<file path="src/rtl/cache_fill_fsm_pkg.sv">
// rtl/cache_fill_fsm_pkg.sv - shared constants, state encoding and address helper for the line-fill controller
package cache_fill_fsm_pkg;

  localparam int ADDR_W   = 16;
  localparam int DATA_W   = 16;
  localparam int WORDS    = 8;
  localparam int OFFSET_W = $clog2(WORDS);
  // Block number is the byte address minus word offset and the byte-in-word bit.
  localparam int BLK_W    = ADDR_W - OFFSET_W - 1;

  typedef enum logic [1:0] {
    IDLE = 2'b00,
    FILL = 2'b01,
    DONE = 2'b10
  } fill_state_e;

  function automatic logic [ADDR_W-1:0] word_addr(input logic [BLK_W-1:0]    blk,
                                                  input logic [OFFSET_W-1:0] off);
    return {blk, off, 1'b0};
  endfunction

endpackage

</file>
<file path="src/rtl/cache_fill_fsm_if.sv">
// rtl/cache_fill_fsm_if.sv - miss, memory and data/tag array signals of the line-fill controller
interface cache_fill_fsm_if;
  import cache_fill_fsm_pkg::*;

  logic                miss_detected;
  logic [ADDR_W-1:0]   miss_address;
  logic                victim_way;
  logic [DATA_W-1:0]   mem_data;
  logic                mem_data_valid;
  logic                fsm_busy;
  logic                mem_en;
  logic [ADDR_W-1:0]   mem_addr;
  logic                write_data_array;
  logic [OFFSET_W-1:0] data_offset;
  logic                data_way;
  logic [DATA_W-1:0]   data_out;
  logic                write_tag_array;
  logic                fill_done;

  modport master (
    output miss_detected, miss_address, victim_way, mem_data, mem_data_valid,
    input  fsm_busy, mem_en, mem_addr, write_data_array, data_offset, data_way,
           data_out, write_tag_array, fill_done
  );

  modport slave (
    input  miss_detected, miss_address, victim_way, mem_data, mem_data_valid,
    output fsm_busy, mem_en, mem_addr, write_data_array, data_offset, data_way,
           data_out, write_tag_array, fill_done
  );

endinterface

</file>
<file path="src/rtl/cache_fill_counter.sv">
// rtl/cache_fill_counter.sv - enabled up-counter with synchronous clear and optional saturation
module cache_fill_counter #(
  parameter int          W        = 4,
  parameter bit          SATURATE = 1'b0,
  parameter logic [W-1:0] MAX     = '1
) (
  input  logic         clk,
  input  logic         rst_n,
  input  logic         clr,
  input  logic         en,
  output logic [W-1:0] count
);

  logic at_max;

  assign at_max = SATURATE && (count == MAX);

  // Clear wins over enable so a new fill always starts from zero.
  always_ff @(posedge clk or negedge rst_n) begin
    if (!rst_n) begin
      count <= '0;
    end else if (clr) begin
      count <= '0;
    end else if (en && !at_max) begin
      count <= count + 1'b1;
    end
  end

endmodule

</file>
<file path="src/rtl/cache_fill_fsm.sv">
// rtl/cache_fill_fsm.sv - cache miss line-fill controller: issues block reads and steers returns into the data array
module cache_fill_fsm
  import cache_fill_fsm_pkg::*;
(
  input  logic            clk,
  input  logic            rst_n,
  cache_fill_fsm_if.slave bus
);

  fill_state_e         state;
  logic [BLK_W-1:0]    blk_addr;
  logic                way;
  logic [OFFSET_W:0]   issue_cnt;
  logic [OFFSET_W-1:0] recv_cnt;

  logic accept;
  logic issuing;
  logic receiving;
  logic last_word;
  logic unused_addr_bits;

  assign accept    = (state == IDLE) && bus.miss_detected;
  assign issuing   = (state == FILL) && !issue_cnt[OFFSET_W];
  assign receiving = (state == FILL) && bus.mem_data_valid;
  assign last_word = receiving && (recv_cnt == OFFSET_W'(WORDS - 1));

  // Word and byte offset bits of the miss address select nothing: the whole block is fetched.
  assign unused_addr_bits = ^bus.miss_address[OFFSET_W:0];

  cache_fill_counter #(
    .W        (OFFSET_W + 1),
    .SATURATE (1'b1),
    .MAX      ((OFFSET_W + 1)'(WORDS))
  ) u_issue_cnt (
    .clk   (clk),
    .rst_n (rst_n),
    .clr   (accept),
    .en    (issuing),
    .count (issue_cnt)
  );

  // Wraps to zero on the last word; harmless because the state leaves FILL on that edge.
  cache_fill_counter #(
    .W        (OFFSET_W),
    .SATURATE (1'b0),
    .MAX      ('1)
  ) u_recv_cnt (
    .clk   (clk),
    .rst_n (rst_n),
    .clr   (accept),
    .en    (receiving),
    .count (recv_cnt)
  );

  always_ff @(posedge clk or negedge rst_n) begin
    if (!rst_n) begin
      state    <= IDLE;
      blk_addr <= '0;
      way      <= 1'b0;
    end else begin
      case (state)
        IDLE: begin
          if (bus.miss_detected) begin
            blk_addr <= bus.miss_address[ADDR_W-1:OFFSET_W+1];
            way      <= bus.victim_way;
            state    <= FILL;
          end
        end
        FILL: begin
          if (last_word) begin
            state <= DONE;
          end
        end
        DONE:    state <= IDLE;
        default: state <= IDLE;
      endcase
    end
  end

  assign bus.fsm_busy         = (state != IDLE);
  assign bus.mem_en           = issuing;
  assign bus.mem_addr         = issuing ? word_addr(blk_addr, issue_cnt[OFFSET_W-1:0]) : '0;
  assign bus.write_data_array = receiving;
  assign bus.data_offset      = receiving ? recv_cnt : '0;
  assign bus.data_way         = receiving & way;
  assign bus.data_out         = bus.mem_data;
  assign bus.write_tag_array  = (state == DONE);
  assign bus.fill_done        = (state == DONE);

endmodule

</file>
<file path="src/flat_wrapper.sv">
// flat-port wrapper written by rule: the top's interface ports become plain ports
module cache_fill_fsm_flat import cache_fill_fsm_pkg::*;
  (clk, rst_n, bus_miss_detected, bus_miss_address, bus_victim_way, bus_mem_data, bus_mem_data_valid, bus_fsm_busy, bus_mem_en, bus_mem_addr, bus_write_data_array, bus_data_offset, bus_data_way, bus_data_out, bus_write_tag_array, bus_fill_done);
  cache_fill_fsm_if bus_i ();
  input  logic clk;
  input  logic rst_n;
  input wire logic [$bits(bus_i.miss_detected)-1:0] bus_miss_detected;
  input wire logic [$bits(bus_i.miss_address)-1:0] bus_miss_address;
  input wire logic [$bits(bus_i.victim_way)-1:0] bus_victim_way;
  input wire logic [$bits(bus_i.mem_data)-1:0] bus_mem_data;
  input wire logic [$bits(bus_i.mem_data_valid)-1:0] bus_mem_data_valid;
  output wire logic [$bits(bus_i.fsm_busy)-1:0] bus_fsm_busy;
  output wire logic [$bits(bus_i.mem_en)-1:0] bus_mem_en;
  output wire logic [$bits(bus_i.mem_addr)-1:0] bus_mem_addr;
  output wire logic [$bits(bus_i.write_data_array)-1:0] bus_write_data_array;
  output wire logic [$bits(bus_i.data_offset)-1:0] bus_data_offset;
  output wire logic [$bits(bus_i.data_way)-1:0] bus_data_way;
  output wire logic [$bits(bus_i.data_out)-1:0] bus_data_out;
  output wire logic [$bits(bus_i.write_tag_array)-1:0] bus_write_tag_array;
  output wire logic [$bits(bus_i.fill_done)-1:0] bus_fill_done;
  assign bus_i.miss_detected = bus_miss_detected;
  assign bus_i.miss_address = bus_miss_address;
  assign bus_i.victim_way = bus_victim_way;
  assign bus_i.mem_data = bus_mem_data;
  assign bus_i.mem_data_valid = bus_mem_data_valid;
  assign bus_fsm_busy = bus_i.fsm_busy;
  assign bus_mem_en = bus_i.mem_en;
  assign bus_mem_addr = bus_i.mem_addr;
  assign bus_write_data_array = bus_i.write_data_array;
  assign bus_data_offset = bus_i.data_offset;
  assign bus_data_way = bus_i.data_way;
  assign bus_data_out = bus_i.data_out;
  assign bus_write_tag_array = bus_i.write_tag_array;
  assign bus_fill_done = bus_i.fill_done;
  cache_fill_fsm u_core (.clk(clk), .rst_n(rst_n), .bus(bus_i));
endmodule
</file>
<file path="config.mk">
export PLATFORM = sky130hd
export DESIGN_NAME = cache_fill_fsm_flat
export DESIGN_NICKNAME = d
export VERILOG_FILES = /design/src/rtl/cache_fill_fsm_pkg.sv /design/src/rtl/cache_fill_fsm_if.sv /design/src/rtl/cache_fill_counter.sv /design/src/rtl/cache_fill_fsm.sv /design/src/flat_wrapper.sv
export SDC_FILE = /design/constraint.sdc
export NUM_CORES = 1
export LEC_CHECK = 0
export CAP_MARGIN = 25
export CORE_MARGIN = 2
export CORE_UTILIZATION = 40
export CTS_CLUSTER_DIAMETER = 200
export CTS_CLUSTER_SIZE = 16
export DETAILED_ROUTE_END_ITERATION = 7
export GPL_TIMING_DRIVEN = 0
export PLACE_DENSITY = 0.86
export SETUP_SLACK_MARGIN = 0.1
export SKIP_CTS_REPAIR_TIMING = 1
export SYNTH_ARGS = -nofsm -noshare
export SYNTH_HDL_FRONTEND = slang
export SYNTH_SLANG_ARGS = --single-unit
</file>
<file path="constraint.sdc">
create_clock -name clk -period 4.1 [get_ports clk]
set_input_delay 0.82 -clock clk [delete_from_list [all_inputs] [get_ports clk]]
set_output_delay 0.82 -clock clk [all_outputs]
set_load 0.05 [all_outputs]
</file>
==> results of run 1 <==
through the flow:
stage	total power, mW	instance area [um2]	instances	utilization [%]
floorplan	1.10	1260	109	-
global placement	1.37	1880	209	62.0
detailed placement	1.40	1880	209	62.0
CTS	1.52	1910	213	63.2
global route	1.60	1930	214	63.7
finish	1.50	1930	214	63.7
flip-flops by register name, indices dropped and copies added, names as in the netlist:
register	flops
u_core.way	1
u_core.u_issue_cnt.count	4
u_core.state	2
u_core.blk_addr	12
u_core.u_recv_cnt.count	3
path summary, 6_finish.rpt:
path                                    start                 end  cells after the start
setup / recovery           bus_mem_data_valid  bus_data_offset[2]                      5
hold / removal             u_core.blk_addr[0]  u_core.blk_addr[0]                      1
setup reg to reg              u_core.state[0]  u_core.blk_addr[2]                      5
hold reg to reg            u_core.blk_addr[0]  u_core.blk_addr[0]                      1
max in group asynchronous               rst_n  u_core.blk_addr[4]                      2
min in group asynchronous               rst_n          u_core.way                      1
cells by family after synthesis:
logic type / Yosys count / synth area share, %
other cells: 1 / 0.297
fa+ha+maj: 4 / 3.96
compound gates: 5 / 3.17
xor+xnor: 3 / 2.08
mux: 14 / 13.9
flops: 22 / 43.6
simple gates: 34 / 17.6
buf+inv: 26 / 15.4
power breakdown:
part	total (mW)	internal (mW)	switching, mW
combinational	0.992	0.414	0.578
sequential	0.394	0.322	0.0717
clock	0.118	0.0541	0.0643
per-layer routing:
metal / vias to the layer above / wire length (um) / part of all wire (%)
met5: - / 0 / 0
met4: 0 / 27 / 1.1
met3: 2 / 109 / 4.4
met2: 38 / 1350 / 54
met1: 458 / 996 / 40
li1: 457 / - / -
worst max-delay path, delay by kind of cell:
family | cells | cell delay (ns)
buffers and inverters | 3 | 1.48
AND/OR/NAND/NOR | 2 | 0.33
layout make-up:
type / count / area (um2) / share of cell area (%)
Buffer: 23 / 183 / 9.47
Inverter: 3 / 11.3 / 0.584
Multi-Input combinational cell: 61 / 518 / 26.8
Tap cell: 44 / 55.1 / 2.85
Timing Repair Buffer: 57 / 576 / 29.8
Sequential cell: 22 / 551 / 28.5
Clock buffer: 4 / 36.3 / 1.88
cell usage in the layout, fill, tap and decap left out, types with 2 or more instances in the layout:
master / netlist / layout
a22o_1: 2 / 2
and2_1: 20 / 20
buf_2: 2 / 2
buf_4: 18 / 18
buf_6: 2 / 2
buf_8: 1 / 2
clkbuf_4: 0 / 3
clkdlybuf4s50_1: 0 / 56
dfrtp_1: 22 / 22
ha_1: 4 / 4
inv_1: 3 / 3
mux2_2: 8 / 8
mux2_4: 5 / 5
nor2_1: 7 / 7
xnor2_1: 3 / 3
==> results.md, run 1 <==
- Outcome: completed
- Residual DRC: 0
- Top cells by count, synth: dfrtp_1 (22), and2_1 (20), buf_4 (18), mux2_2 (8), nor2_1 (7)
- Starting Density: a little over two fifths
- Global route overflow: 0
- Min-delay worst type: flop to flop
- Num rows: 20
- Seq/Total Area, Yosys: 43.6%
- Setup WS pre-CTS: 0.651 ns
- DRT Pass-1 Iters: 3
- Fin nets: roughly 210
- Syn Inst Count: 109
- Post-DRT Antenna Nets: 0
- First-pass GRT wire length: around 3.9 mm
- Slew Viols, Final: 0
- CP Data Arrival Time: roughly 2.6 ns
- Rel. slew slack: a little over three fifths
- Routability cong.: 0.707
- WL per Instance: 11.6 um
- Distinct cell type count after synthesis: 25
- Hold slack: 0.512 ns
- Yosys warnings: 0
- Vias: 955
- Async set-or-reset flop fraction in the synthesized netlist: 100%
- Max-Cap Viols: 0
- Total GRT Usage: 14.4%
- I/O pin cnt: 78
- Startpoint Class: input pin
- Slowest stage delay, CP: 0.80 ns
- Antenna diodes: 0
- CORE AREA: 3030 um2
- Synth-to-layout area growth: 52.8%
- Grt peak-use layer: met2
- Worst-path clk slew: roughly 0.12 ns
- Time the worst path needs with I/O delays and setup: 3.46 ns
- Clk_skew: 0.00468 ns
- WL final: 2.48 mm
- Post-route worst setup slack: 0.640 ns
- Final period utilization: approximately 84%
- Synthesized area: between 1000 and 1500 um2
- Crit. End Element: primary output
- Largest net degree at the start of global routing: 23
- Die area: 3620 um2
- FF+latch count, synth: 22
- Area share of the largest cell type after synthesis: 43.6%
- CTS tree: built
- Met3 Usage GRT: 1.30%
- Hold Vio Cnt, Final: 0
- Root Buffer: clkbuf_4
- CTS Buf Count: 3
- Die Ht: 60.2 um
- CTS Buffer Depth: 2
- Synthesized Nets: 150
- Final setup viols: 0
- Crit path kind: input pin to primary output
- Layout cell share with drive strength beyond 1: 27.1%
- VDD IR max: 0.412 mV
- M2 GR Usage: 25.9%
- Critical path, cell by cell: clkdlybuf4s50_1, and3b_1, buf_2, and2_1, clkdlybuf4s50_1
- Cell with the most instances after synthesis: dfrtp_1
- Crit Path Max Fanout: 10
- Critical Path RT: 3.28 ns
- DRT iter0 DRCs: 8
- Die W: 60.2 um
- Cell mode on critical path: clkdlybuf4s50_1
- Vias in the first global route: 900
- Clk Latency, worst-skew pair: about 0.3 ns
- Filler cells: about 260
- Antenna violations before repair: 0
- Unrepaired setup endpoints after global routing: no
- Peak Freq: 0.289 GHz
- Vias per cell: 4.46
- Worst slew pin tran: 0.561 ns
- Level count of the clock H-tree: 1
- Yosys top cell by area: dfrtp_1
- Setup TNS: 0 ns
- Grt met1 use: 17.4%
- PwrDens: 780 nW/um2
- Avg Cell Area, Syn: 11.6 um2
- Area contributors post-synth: dfrtp_1 (44%), buf_4 (11%), and2_1 (9.9%)
- LEAKAGE: 0.848 nW
- Reg2Reg Setup Slack: 2.64 ns
- Port bufs: 56
- Post-DP HPWL: 2.02 mm
- Slowest stage cell, crit path: clkdlybuf4s50_1
- Clock Sink Count: 22
- Synth Flop Type: dfrtp_1
- Post-synth EDFFs: 0
(Power assumes the default switching activity.)
==> inputs of run 2 (changes only) <==
Settings changed: CORE_UTILIZATION 40 to 37, PLACE_DENSITY 0.86 to 0.8.
Clock period 4.1 ns to 3.2 ns, I/O delays scaled along.
==> run 2 against run 1 <==
Global-route usage decreased by 0.54 points. Register-to-register slack got worse by 0.90 ns. Clock power increased by 7%. Sequential share of layout area decreased by 0.49 points. Critical path type is now flop to primary output.
==> results.md, run 2 (same netlist as run 1, synthesis figures left out) <==
- Antenna violations before repair: 0 (unchanged)
- I/O pin cnt: 78 (unchanged)
- Hold Vio Cnt, Final: 0 (unchanged)
- LEAKAGE: 1.05 nW (was 0.848 nW)
- Largest register FFs: 12 (unchanged)
- Worst slew pin tran: 0.535 ns (was 0.561 ns)
- WL final: 2.65 mm (was 2.48 mm)
- RR Endpoint: u_core.blk_addr[2] (unchanged)
- Vias per cell: 4.44 (was 4.46)
- Filler cells: 288 (was 262)
- Unrepaired setup endpoints after global routing: no (unchanged)
- Fin nets: 212 (unchanged)
- Worst-path clk slew: 0.12 ns (about the same)
- Level count of the clock H-tree: 1 (unchanged)
- Crit Path Max Fanout: 10 (unchanged)
- Commonest non-fill, non-tap cells in the layout: clkdlybuf4s50_1 (43), dfrtp_1 (22), and2_1 (20), buf_4 (18), dlymetal6s2s_1 (13) (was clkdlybuf4s50_1 (56), dfrtp_1 (22), and2_1 (20), buf_4 (18), mux2_2 (8))
- Reg area: 551 um2 (unchanged)
- CTS tree: built (unchanged)
- Num rows: 21 (was 20)
- Critical Path RT: 2.56 ns (was 3.28 ns)
- Total GRT Usage: 13.8% (was 14.4%)
- Setup TNS: 0 ns (unchanged)
- Synth-to-layout area growth: 55.5% (was 52.8%)
- Worst hold path startpoint: u_core.blk_addr[0] (unchanged)
- Min-Delay Endpoint: u_core.blk_addr[0] (unchanged)
- Crit path kind: flop to primary output (was input pin to primary output)
- First-pass GRT wire length: 4.33 mm (was 3.93 mm)
- Hold Crit Depth: 1 (unchanged)
- Min-delay worst type: flop to flop (unchanged)
- Time the worst path needs with I/O delays and setup: 2.97 ns
- DRT Pass-1 Iters: 4 (was 3)
- Antenna diodes: 0 (unchanged)
- Reg2Reg Setup Slack: 1.74 ns (was 2.64 ns)
- VDD IR max: 0.459 mV (was 0.412 mV)
- Port bufs: 56 (unchanged)
- Global route overflow: 0 (unchanged)
- Clk Latency, worst-skew pair: 0.30 ns (about the same)
- Root Buffer: clkbuf_4 (unchanged)
- Peak Freq: 0.337 GHz
- CORE AREA: 3310 um2 (was 3030 um2)
- Post-DRT Antenna Nets: 0 (unchanged)
- Die Ht: 62.4 um (was 60.2 um)
- Routability cong.: 0.657 (was 0.707)
- Final setup viols: 0 (unchanged)
- Largest net degree at the start of global routing: 23 (unchanged)
- Post-Place Cells: 211 (was 209)
- Starting Density: 38.1% (was 41.7%)
- Crit. End Element: primary output (unchanged)
- Layout cell share with drive strength beyond 1: 26.6% (was 27.1%)
- Final Non-Filler Cells: 215 (was 214)
- PwrDens: 968 nW/um2 (was 780 nW/um2)
- Vias: 955 (unchanged)
- Die area: 3900 um2 (was 3620 um2)
- Die W: 62.4 um (was 60.2 um)
- WL per Instance: 12.3 um (was 11.6 um)
- Vias in the first global route: 973 (was 900)
- CP Data Arrival Time: 2.33 ns (was 2.64 ns)
- Rel. slew slack: 64.2% (was 62.5%)
- R2R cell count: 5 (unchanged)
- Reg with most FFs: u_core.blk_addr (unchanged)
- Clock Sink Count: 22 (unchanged)
- Util after Layout: 59.3% (was 63.7%)
- Final period utilization: 92.7%
- Slew Viols, Final: 0 (unchanged)
- Post-DP HPWL: 2.08 mm (was 2.02 mm)
- DRT iter0 DRCs: 5 (was 8)
- Biggest regs: u_core.blk_addr (12), u_core.u_issue_cnt.count (4), u_core.u_recv_cnt.count (3) (unchanged)
- Commonest non-fill, non-tap cell in the layout: clkdlybuf4s50_1 (unchanged)
- Clk_skew: 0.00139 ns (was 0.00468 ns)
- Startpoint Class: flop (was input pin)
- Worst r2r src: u_core.state[0] (unchanged)
- Outcome: completed (unchanged)
- Residual DRC: 0 (unchanged)
- Max-Cap Viols: 0 (unchanged)
- CTS Buffer Depth: 2 (unchanged)
- Multi-input logic area: 518 um2 (unchanged)
- CTS Buf Count: 3 (unchanged)
[run 2: cell count changes in the layout (fill, tap and decap cells not counted)]
cell	change
dlymetal6s2s_1	+13
clkdlybuf4s50_1	-13
clkbuf_8	-1
buf_16	+1
buf_8	-1
[run 2: worst max path at each step]
stage	startpoint	endpoint	slack [ns]
after floorplan	u_core.state[1]	bus_mem_addr[14]	0.95
after global placement	bus_mem_data_valid	bus_data_way	0.17
after detailed placement	bus_mem_data_valid	bus_data_offset[0]	0.15
after CTS	u_core.state[1]	bus_mem_addr[7]	0.12
after global routing	u_core.state[1]	bus_mem_en	0.12
final	u_core.state[1]	bus_mem_en	0.23
[run 2: stage by stage]
step                hold slack [ns]  power [mW]  instance area (um2)  setup WS [ns]
finish                        0.518        1.90                 1960          0.234
global route                  0.538        2.02                 1960          0.121
CTS                           0.521        1.92                 1900          0.120
detailed placement            0.493        1.80                 1880          0.154
global placement              0.482        1.76                 1880          0.165
floorplan                     0.344        1.41                 1260          0.952
[run 2: layout make-up]
class,instances,area share (%)
clock buffers,3,1.15
plain buffers,23,9.31
well taps,46,2.93
multi-input cells,61,26.4
inverters,3,0.574
flip-flops and latches,22,28.0
repair buffers,57,31.6
[run 2: per-layer routing]
metal / vias up / global-route usage [%] / wire, um
li1: 455 / - / -
met1: 458 / 16.1 / 1060
met2: 42 / 24.9 / 1360
met3: 0 / 3.60 / 224
met4: 0 / 4.17 / 0
met5: - / 0 / 0
[run 2: report_power, final]
part / internal (mW) / switching [mW] / total, mW
sequential: 0.413 / 0.0968 / 0.510
combinational: 0.525 / 0.739 / 1.26
clock: 0.0439 / 0.0821 / 0.126
total: 0.982 / 0.918 / 1.90
[run 2: worst max-delay path, stage by stage, from the launching register on]
cell and delay, ns:
dfrtp_1 0.50, nor3b_4 0.41, buf_2 0.26, clkdlybuf4s50_1 0.85
==> inputs of run 3 (changes only) <==
Settings changed: CORE_UTILIZATION 37 to 40, PLACE_DENSITY 0.8 to 0.86.
Clock period 3.2 ns to 3.6 ns, I/O delays scaled along.
==> results of run 3 <==
Same layout as run 1 (identical final DEF). Status: completed.
Main changes from that run: setup slack after placement 0.651 ns -> 0.351 ns; setup slack after layout 0.640 ns -> 0.340 ns; register-to-register setup slack 2.64 ns -> 2.14 ns; total power 1.50 mW -> 1.71 mW; worst IR drop on VDD 0.412 mV -> 0.470 mV
